## src/rtl/ft245_device.sv

```systemverilog
// FT245-style FIFO bus device: an FPGA-side master strobes ft_rd_n/ft_wr_n to move bytes
// between the host AXI-Stream ports and the bus through an RX and a TX byte FIFO.
module ft245_device #(
   parameter int RX_DEPTH       = 16,
   parameter int TX_DEPTH       = 16,
   parameter int SYNC_STAGES    = 2,
   parameter int RECOVER_CYCLES = 2
) (
   input  logic       clk,
   input  logic       rst_n,
   input  logic [7:0] ft_d_in,
   output logic [7:0] ft_d_out,
   output logic       ft_d_oe,
   input  logic       ft_rd_n,
   input  logic       ft_wr_n,
   output logic       ft_rxf_n,
   output logic       ft_txe_n,
   input  logic [7:0] s_axis_tdata,
   input  logic       s_axis_tvalid,
   output logic       s_axis_tready,
   output logic [7:0] m_axis_tdata,
   output logic       m_axis_tvalid,
   input  logic       m_axis_tready,
   output logic       err_rd_empty,
   output logic       err_wr_full,
   output logic       err_conflict
);
   localparam int RAW = $clog2(RX_DEPTH);
   localparam int TAW = $clog2(TX_DEPTH);
   localparam int RCW = (RECOVER_CYCLES > 1) ? $clog2(RECOVER_CYCLES) : 1;
   localparam logic [RCW-1:0] REC_LAST = RCW'(RECOVER_CYCLES - 1);

   typedef enum logic [1:0] {R_IDLE, R_DRIVE, R_RECOVER} rd_state_t;
   typedef enum logic [1:0] {W_IDLE, W_ACTIVE, W_RECOVER} wr_state_t;

   rd_state_t rd_state;
   wr_state_t wr_state;
   logic [RCW-1:0] rd_cnt, wr_cnt;

   logic [SYNC_STAGES-1:0] rd_sync, wr_sync;
   logic rd_s, wr_s, rd_prev, wr_prev;
   logic rd_fall, rd_rise, wr_fall, wr_rise;
   logic ready_q;

   logic [7:0]   rx_mem [RX_DEPTH];
   logic [RAW:0] rx_wptr, rx_rptr;
   logic         rx_full, rx_empty, rx_empty_q, rx_push, rx_pop;

   logic [7:0]   tx_mem [TX_DEPTH];
   logic [TAW:0] tx_wptr, tx_wptr_d, tx_rptr;
   logic         tx_full, tx_push, tx_pop;

   // strobe synchronizers, idle high
   always_ff @(posedge clk or negedge rst_n) begin
      if (!rst_n) begin
         rd_sync <= '1;
         wr_sync <= '1;
         rd_prev <= 1'b1;
         wr_prev <= 1'b1;
         ready_q <= 1'b0;
      end else begin
         rd_sync <= (rd_sync << 1) | SYNC_STAGES'(ft_rd_n);
         wr_sync <= (wr_sync << 1) | SYNC_STAGES'(ft_wr_n);
         rd_prev <= rd_s;
         wr_prev <= wr_s;
         ready_q <= 1'b1;
      end
   end

   assign rd_s    = rd_sync[SYNC_STAGES-1];
   assign wr_s    = wr_sync[SYNC_STAGES-1];
   assign rd_fall = rd_prev & ~rd_s;
   assign rd_rise = ~rd_prev & rd_s;
   assign wr_fall = wr_prev & ~wr_s;
   assign wr_rise = ~wr_prev & wr_s;

   assign rx_empty      = (rx_wptr == rx_rptr);
   assign rx_full       = (rx_wptr[RAW] != rx_rptr[RAW]) && (rx_wptr[RAW-1:0] == rx_rptr[RAW-1:0]);
   assign s_axis_tready = ready_q & ~rx_full;
   assign rx_push       = s_axis_tvalid & s_axis_tready;
   assign rx_pop        = (rd_state == R_DRIVE) && rd_rise && !rx_empty;

   always_ff @(posedge clk or negedge rst_n) begin
      if (!rst_n) begin
         rx_wptr    <= '0;
         rx_rptr    <= '0;
         rx_empty_q <= 1'b1;
      end else begin
         if (rx_push) rx_wptr <= rx_wptr + 1'b1;
         if (rx_pop)  rx_rptr <= rx_rptr + 1'b1;
         rx_empty_q <= rx_empty;
      end
   end

   always_ff @(posedge clk) begin
      if (rx_push) rx_mem[rx_wptr[RAW-1:0]] <= s_axis_tdata;
   end

   // the read side sees a delayed write pointer, so a pushed byte becomes visible one cycle later
   assign tx_full       = (tx_wptr[TAW] != tx_rptr[TAW]) && (tx_wptr[TAW-1:0] == tx_rptr[TAW-1:0]);
   assign m_axis_tvalid = (tx_rptr != tx_wptr_d);
   assign m_axis_tdata  = tx_mem[tx_rptr[TAW-1:0]];
   assign tx_pop        = m_axis_tvalid & m_axis_tready;
   assign tx_push       = (wr_state == W_IDLE) && wr_fall && !ft_txe_n && !tx_full;

   always_ff @(posedge clk or negedge rst_n) begin
      if (!rst_n) begin
         tx_wptr   <= '0;
         tx_wptr_d <= '0;
         tx_rptr   <= '0;
      end else begin
         if (tx_push) tx_wptr <= tx_wptr + 1'b1;
         if (tx_pop)  tx_rptr <= tx_rptr + 1'b1;
         tx_wptr_d <= tx_wptr;
      end
   end

   always_ff @(posedge clk) begin
      if (tx_push) tx_mem[tx_wptr[TAW-1:0]] <= ft_d_in;
   end

   always_ff @(posedge clk or negedge rst_n) begin
      if (!rst_n) begin
         rd_state     <= R_IDLE;
         rd_cnt       <= '0;
         ft_d_out     <= '0;
         ft_d_oe      <= 1'b0;
         ft_rxf_n     <= 1'b1;
         err_rd_empty <= 1'b0;
      end else begin
         if (rd_fall && ft_rxf_n) err_rd_empty <= 1'b1;
         case (rd_state)
            R_IDLE: begin
               ft_rxf_n <= rx_empty_q;
               if (rd_fall && !ft_rxf_n) begin
                  rd_state <= R_DRIVE;
                  ft_d_out <= rx_mem[rx_rptr[RAW-1:0]];
                  ft_d_oe  <= 1'b1;
                  ft_rxf_n <= 1'b0;
               end
            end
            R_DRIVE: begin
               if (rd_rise) begin
                  rd_state <= R_RECOVER;
                  rd_cnt   <= '0;
                  ft_d_oe  <= 1'b0;
                  ft_rxf_n <= 1'b1;
               end
            end
            R_RECOVER: begin
               if (rd_cnt == REC_LAST) begin
                  rd_state <= R_IDLE;
                  ft_rxf_n <= rx_empty;
               end else begin
                  rd_cnt <= rd_cnt + 1'b1;
               end
            end
            default: rd_state <= R_IDLE;
         endcase
      end
   end

   always_ff @(posedge clk or negedge rst_n) begin
      if (!rst_n) begin
         wr_state     <= W_IDLE;
         wr_cnt       <= '0;
         ft_txe_n     <= 1'b1;
         err_wr_full  <= 1'b0;
         err_conflict <= 1'b0;
      end else begin
         if (wr_fall && ft_txe_n) err_wr_full <= 1'b1;
         if (!rd_s && !wr_s)      err_conflict <= 1'b1;
         case (wr_state)
            W_IDLE: begin
               ft_txe_n <= tx_full;
               if (tx_push) begin
                  wr_state <= W_ACTIVE;
                  ft_txe_n <= 1'b1;
               end
            end
            W_ACTIVE: begin
               if (wr_rise) begin
                  wr_state <= W_RECOVER;
                  wr_cnt   <= '0;
               end
            end
            W_RECOVER: begin
               if (wr_cnt == REC_LAST) begin
                  wr_state <= W_IDLE;
                  ft_txe_n <= tx_full;
               end else begin
                  wr_cnt <= wr_cnt + 1'b1;
               end
            end
            default: wr_state <= W_IDLE;
         endcase
      end
   end

endmodule

```

## config.mk

```make
export PLATFORM = sky130hd
export DESIGN_NAME = ft245_device
export DESIGN_NICKNAME = d
export VERILOG_FILES = /design/src/rtl/ft245_device.sv
export SDC_FILE = /design/constraint.sdc
export NUM_CORES = 1
export LEC_CHECK = 0
export CORE_MARGIN = 10
export CORE_UTILIZATION = 50
export DETAILED_ROUTE_END_ITERATION = 7
export PLACE_DENSITY = 0.67
export SLEW_MARGIN = 5
export SYNTH_ARGS = -nofsm -noshare
export SYNTH_HDL_FRONTEND = slang
export SYNTH_SLANG_ARGS = --single-unit
```

## constraint.sdc

```tcl
create_clock -name clk -period 7.4 [get_ports clk]
set_input_delay 1.11 -clock clk [delete_from_list [all_inputs] [get_ports clk]]
set_output_delay 1.11 -clock clk [all_outputs]
set_load 0.005 [all_outputs]
```

==> impl_metrics.json <==
{
  "status": "complete, no violations",
  "syn_area_mm2": 0.01260,
  "crit_arrival_ns": 3.31,
  "drtIter0Drc": 505,
  "max_freq_mhz": 226.5,
  "peakVddDrop_mv": 0.1917,
  "cts_setup_buffers": 0,
  "drc": 0,
  "final.setup.tns_ns": 0,
  "num_io_pins": 46,
  "die_x_um": 178.7,
  "grt_pass1_wl_um": 38780,
  "dieHeight_um": 178.7,
  "grt_usage": 0.1588,
  "drt-vias-per-instance": 5.829,
  "min_from": "rd_sync[0]",
  "ctsHoldBuffers": 0,
  "post-dp-hpwl_um": 15400,
  "drive_gt1_frac": 0.1923,
  "htree_levels": 1,
  "ant_nets": 0,
  "via_count": 6138,
  "slowest_delay_ns": 1.08,
  "cp-end-kind": "output pin",
  "power.density_mw_per_mm2": 362.8,
  "clockBufferDepth": 3,
  "synthArstFlopShare": 0.1715,
  "multi_input_area_mm2": 0.003293,
  "p_leak_nw": 4.887,
  "gp_congestion": 0.8101,
  "diodes": 0,
  "intPower_mw": 3.708,
  "fin_skew_ns": 0.01791,
  "whs_ns": 0.3560,
  "syn2layout_area_growth_pct": 13.69,
  "worstPathCellList": "mux4_1 -> mux4_2 -> clkdlybuf4s50_1",
  "num-fill-cells": 1845,
  "antenna_found_initial": 1,
  "rsz0062_at_grt": "no",
  "maxCapViolCount": 0,
  "dp_cells": 999,
  "clk_latency_ns": 0.55,
  "synth_edf_count": 256,
  "seqPwrFrac": 0.445,
  "swShare": 0.2862,
  "yosys_warnings": 0,
  "port_buffers": 45,
  "cts_tree": "done",
  "final_cells": 1053,
  "synth_cells": 649,
  "ctsResizeCount": 0,
  "crit_fanout": 37,
  "slew-limit-headroom": 0.2051,
  "worstSetupStartpointType": "flip-flop",
  "crit_type": "reg -> out",
  "wl_per_cell_um": 23.69,
  "p_switching_mw": 1.487,
  "cts_sinks": 309,
  "r2r_start": "tx_rptr[0]",
  "power_frac_comb": 0.259,
  "start_util": 0.5047,
  "worst-path-buf-inv": 1,
  "routed_wirelength_um": 24940,
  "overflow": 0,
  "nets": 738,
  "cp-startpoint": "tx_rptr[0]",
  "clkTransAtPathRegs_ns": 0.06,
  "crit_slowest_cell": "dfrtp_2",
  "cts-root-buf": "clkbuf_16",
  "coreArea_mm2": 0.02496,
  "synth_nets": 686,
  "synth_cell_types": 58,
  "drt-pass1-iter-count": 4,
  "layout_min_cycle_time_ns": 4.415,
  "seq_area_frac_synth": 0.7164,
  "hold_path.class": "reg -> reg",
  "cts_buffers": 30,
  "grt_max_degree": 54,
  "num_rows": 58,
  "grt_pass1_vias": 6520,
  "tightestPinTransition_ns": 1.190,
  "die_area_mm2": 0.03195,
  "ys.flop_type": "edfxtp_1",
  "r2r_slack_ns": 4.25,
  "syn_area_per_cell_um2": 19.41,
  "min_period_over_period": 0.5966,
  "hold_viol_final": 0,
  "setup_viol": 0,
  "clkPwrFrac": 0.296,
  "required_ns": 6.29,
  "cpLargestDelayFamily": "multiplexers",
  "seq_area_mm2": 0.009027,
  "ys_ff_latch": 309,
  "slew_violations": 0
}
cell families after synthesis:
logic type               share of synthesized area
other                                    0.0002977
buffers and inverters                      0.02314
flip-flops                                  0.7164
AO/OA/AOI/OAI                              0.02692
adder cells (fa/ha/maj)                    0.01490
XOR/XNOR                                   0.02225
multiplexers                                0.1410
AND/OR/NAND/NOR                            0.05512
per-stage QoR:
step                  util  total power [mW]  worst slack (ns)  area, um^2
floorplan                -             3.292             4.413       12600
finish              0.5737             5.195             2.985       14320
global placement    0.5330             3.658             3.554       13310
detailed placement  0.5330             3.709             3.500       13310
global route        0.5737             5.450             2.806       14320
CTS                 0.5737             5.245             2.903       14320
sequential cells by signal, indices dropped and copies added (netlist names), 2 cells and up:
signal	flops
ft_d_out	8
rd_state	2
rd_sync	2
rx_mem	128
rx_rptr	5
rx_wptr	5
tx_mem	128
tx_rptr	5
tx_wptr	5
tx_wptr_d	5
wr_state	2
wr_sync	2
synthesized netlist by cell type, types with 8 or more instances:
library cell  number  area [um^2]
edfxtp_1         256         7687
dfstp_2            9        236.5
mux4_1            18        473.0
nand2_1           15        56.30
nand4_1           10        62.56
dfrtp_1           44         1101
inv_1             18        67.56
ha_1              15        187.7
and3_1            21        131.4
nand2b_1          10        62.56
xnor2_1           20        175.2
nand3_1           22        110.1
nor2_1             8        30.03
buf_2             10        50.05
o211ai_1          11        82.58
clkbuf_1           9        33.78
xor2_1            12        105.1
mux4_2            52         1171
nor2b_1            8        50.05
layout by cell type (no fill, tap or decap), drive strengths merged, types with 5 or more instances in the layout:
master	instances
buf	9
dfstp	9
clkinv	9
and3	21
edfxtp	256
ha	15
clkbuf	39
inv	20
mux2	7
xnor2	20
nand3	22
nor2b	8
mux4	70
o211ai	11
nand2b	10
and4	5
a21oi	6
mux2i	5
dfrtp	44
nand4	10
clkdlybuf4s50	44
nand2	15
nor2	8
xor2	12
layer usage:
metal	GRT usage	wire length (um)	part of all wire	vias to the layer above
li1	-	-	-	2723
met1	0.2239	10970	0.44	3207
met2	0.2564	12170	0.49	175
met3	0.02759	1452	0.058	31
met4	0.03341	336	0.013	2
met5	0	18	0.00072	-
worst paths after layout:
| path | end | depth (start not counted) |
|---|---|---|
| min reg2reg | rd_sync[1] | 0 |
| min in group asynchronous | ft_d_out[0] | 2 |
| max reg2reg | tx_mem[13][4] | 4 |
| max in group asynchronous | rx_rptr[1] | 2 |
| max | m_axis_tdata[4] | 3 |
| min | rd_sync[1] | 0 |
cell type report:
type	instances	share of cell area
clock buffers	39	0.06202
repair buffers	53	0.03529
well taps	330	0.02883
clock inverters	15	0.008911
inverters	18	0.004717
flip-flops and latches	309	0.6303
multi-input cells	289	0.2299
power groups by stage:
stage          sequential (mW)  combinational (mW)  clock [mW]
2_1_floorplan             2.19                1.10           0
3_3_place_gp              2.34                1.32           0
3_5_place_dp              2.35                1.36           0
4_1_cts                   2.32                1.37        1.56
5_1_grt                   2.34                1.47        1.63
6_report                  2.31                1.34        1.54
No activity file was read; power rests on OpenSTA's default activity.
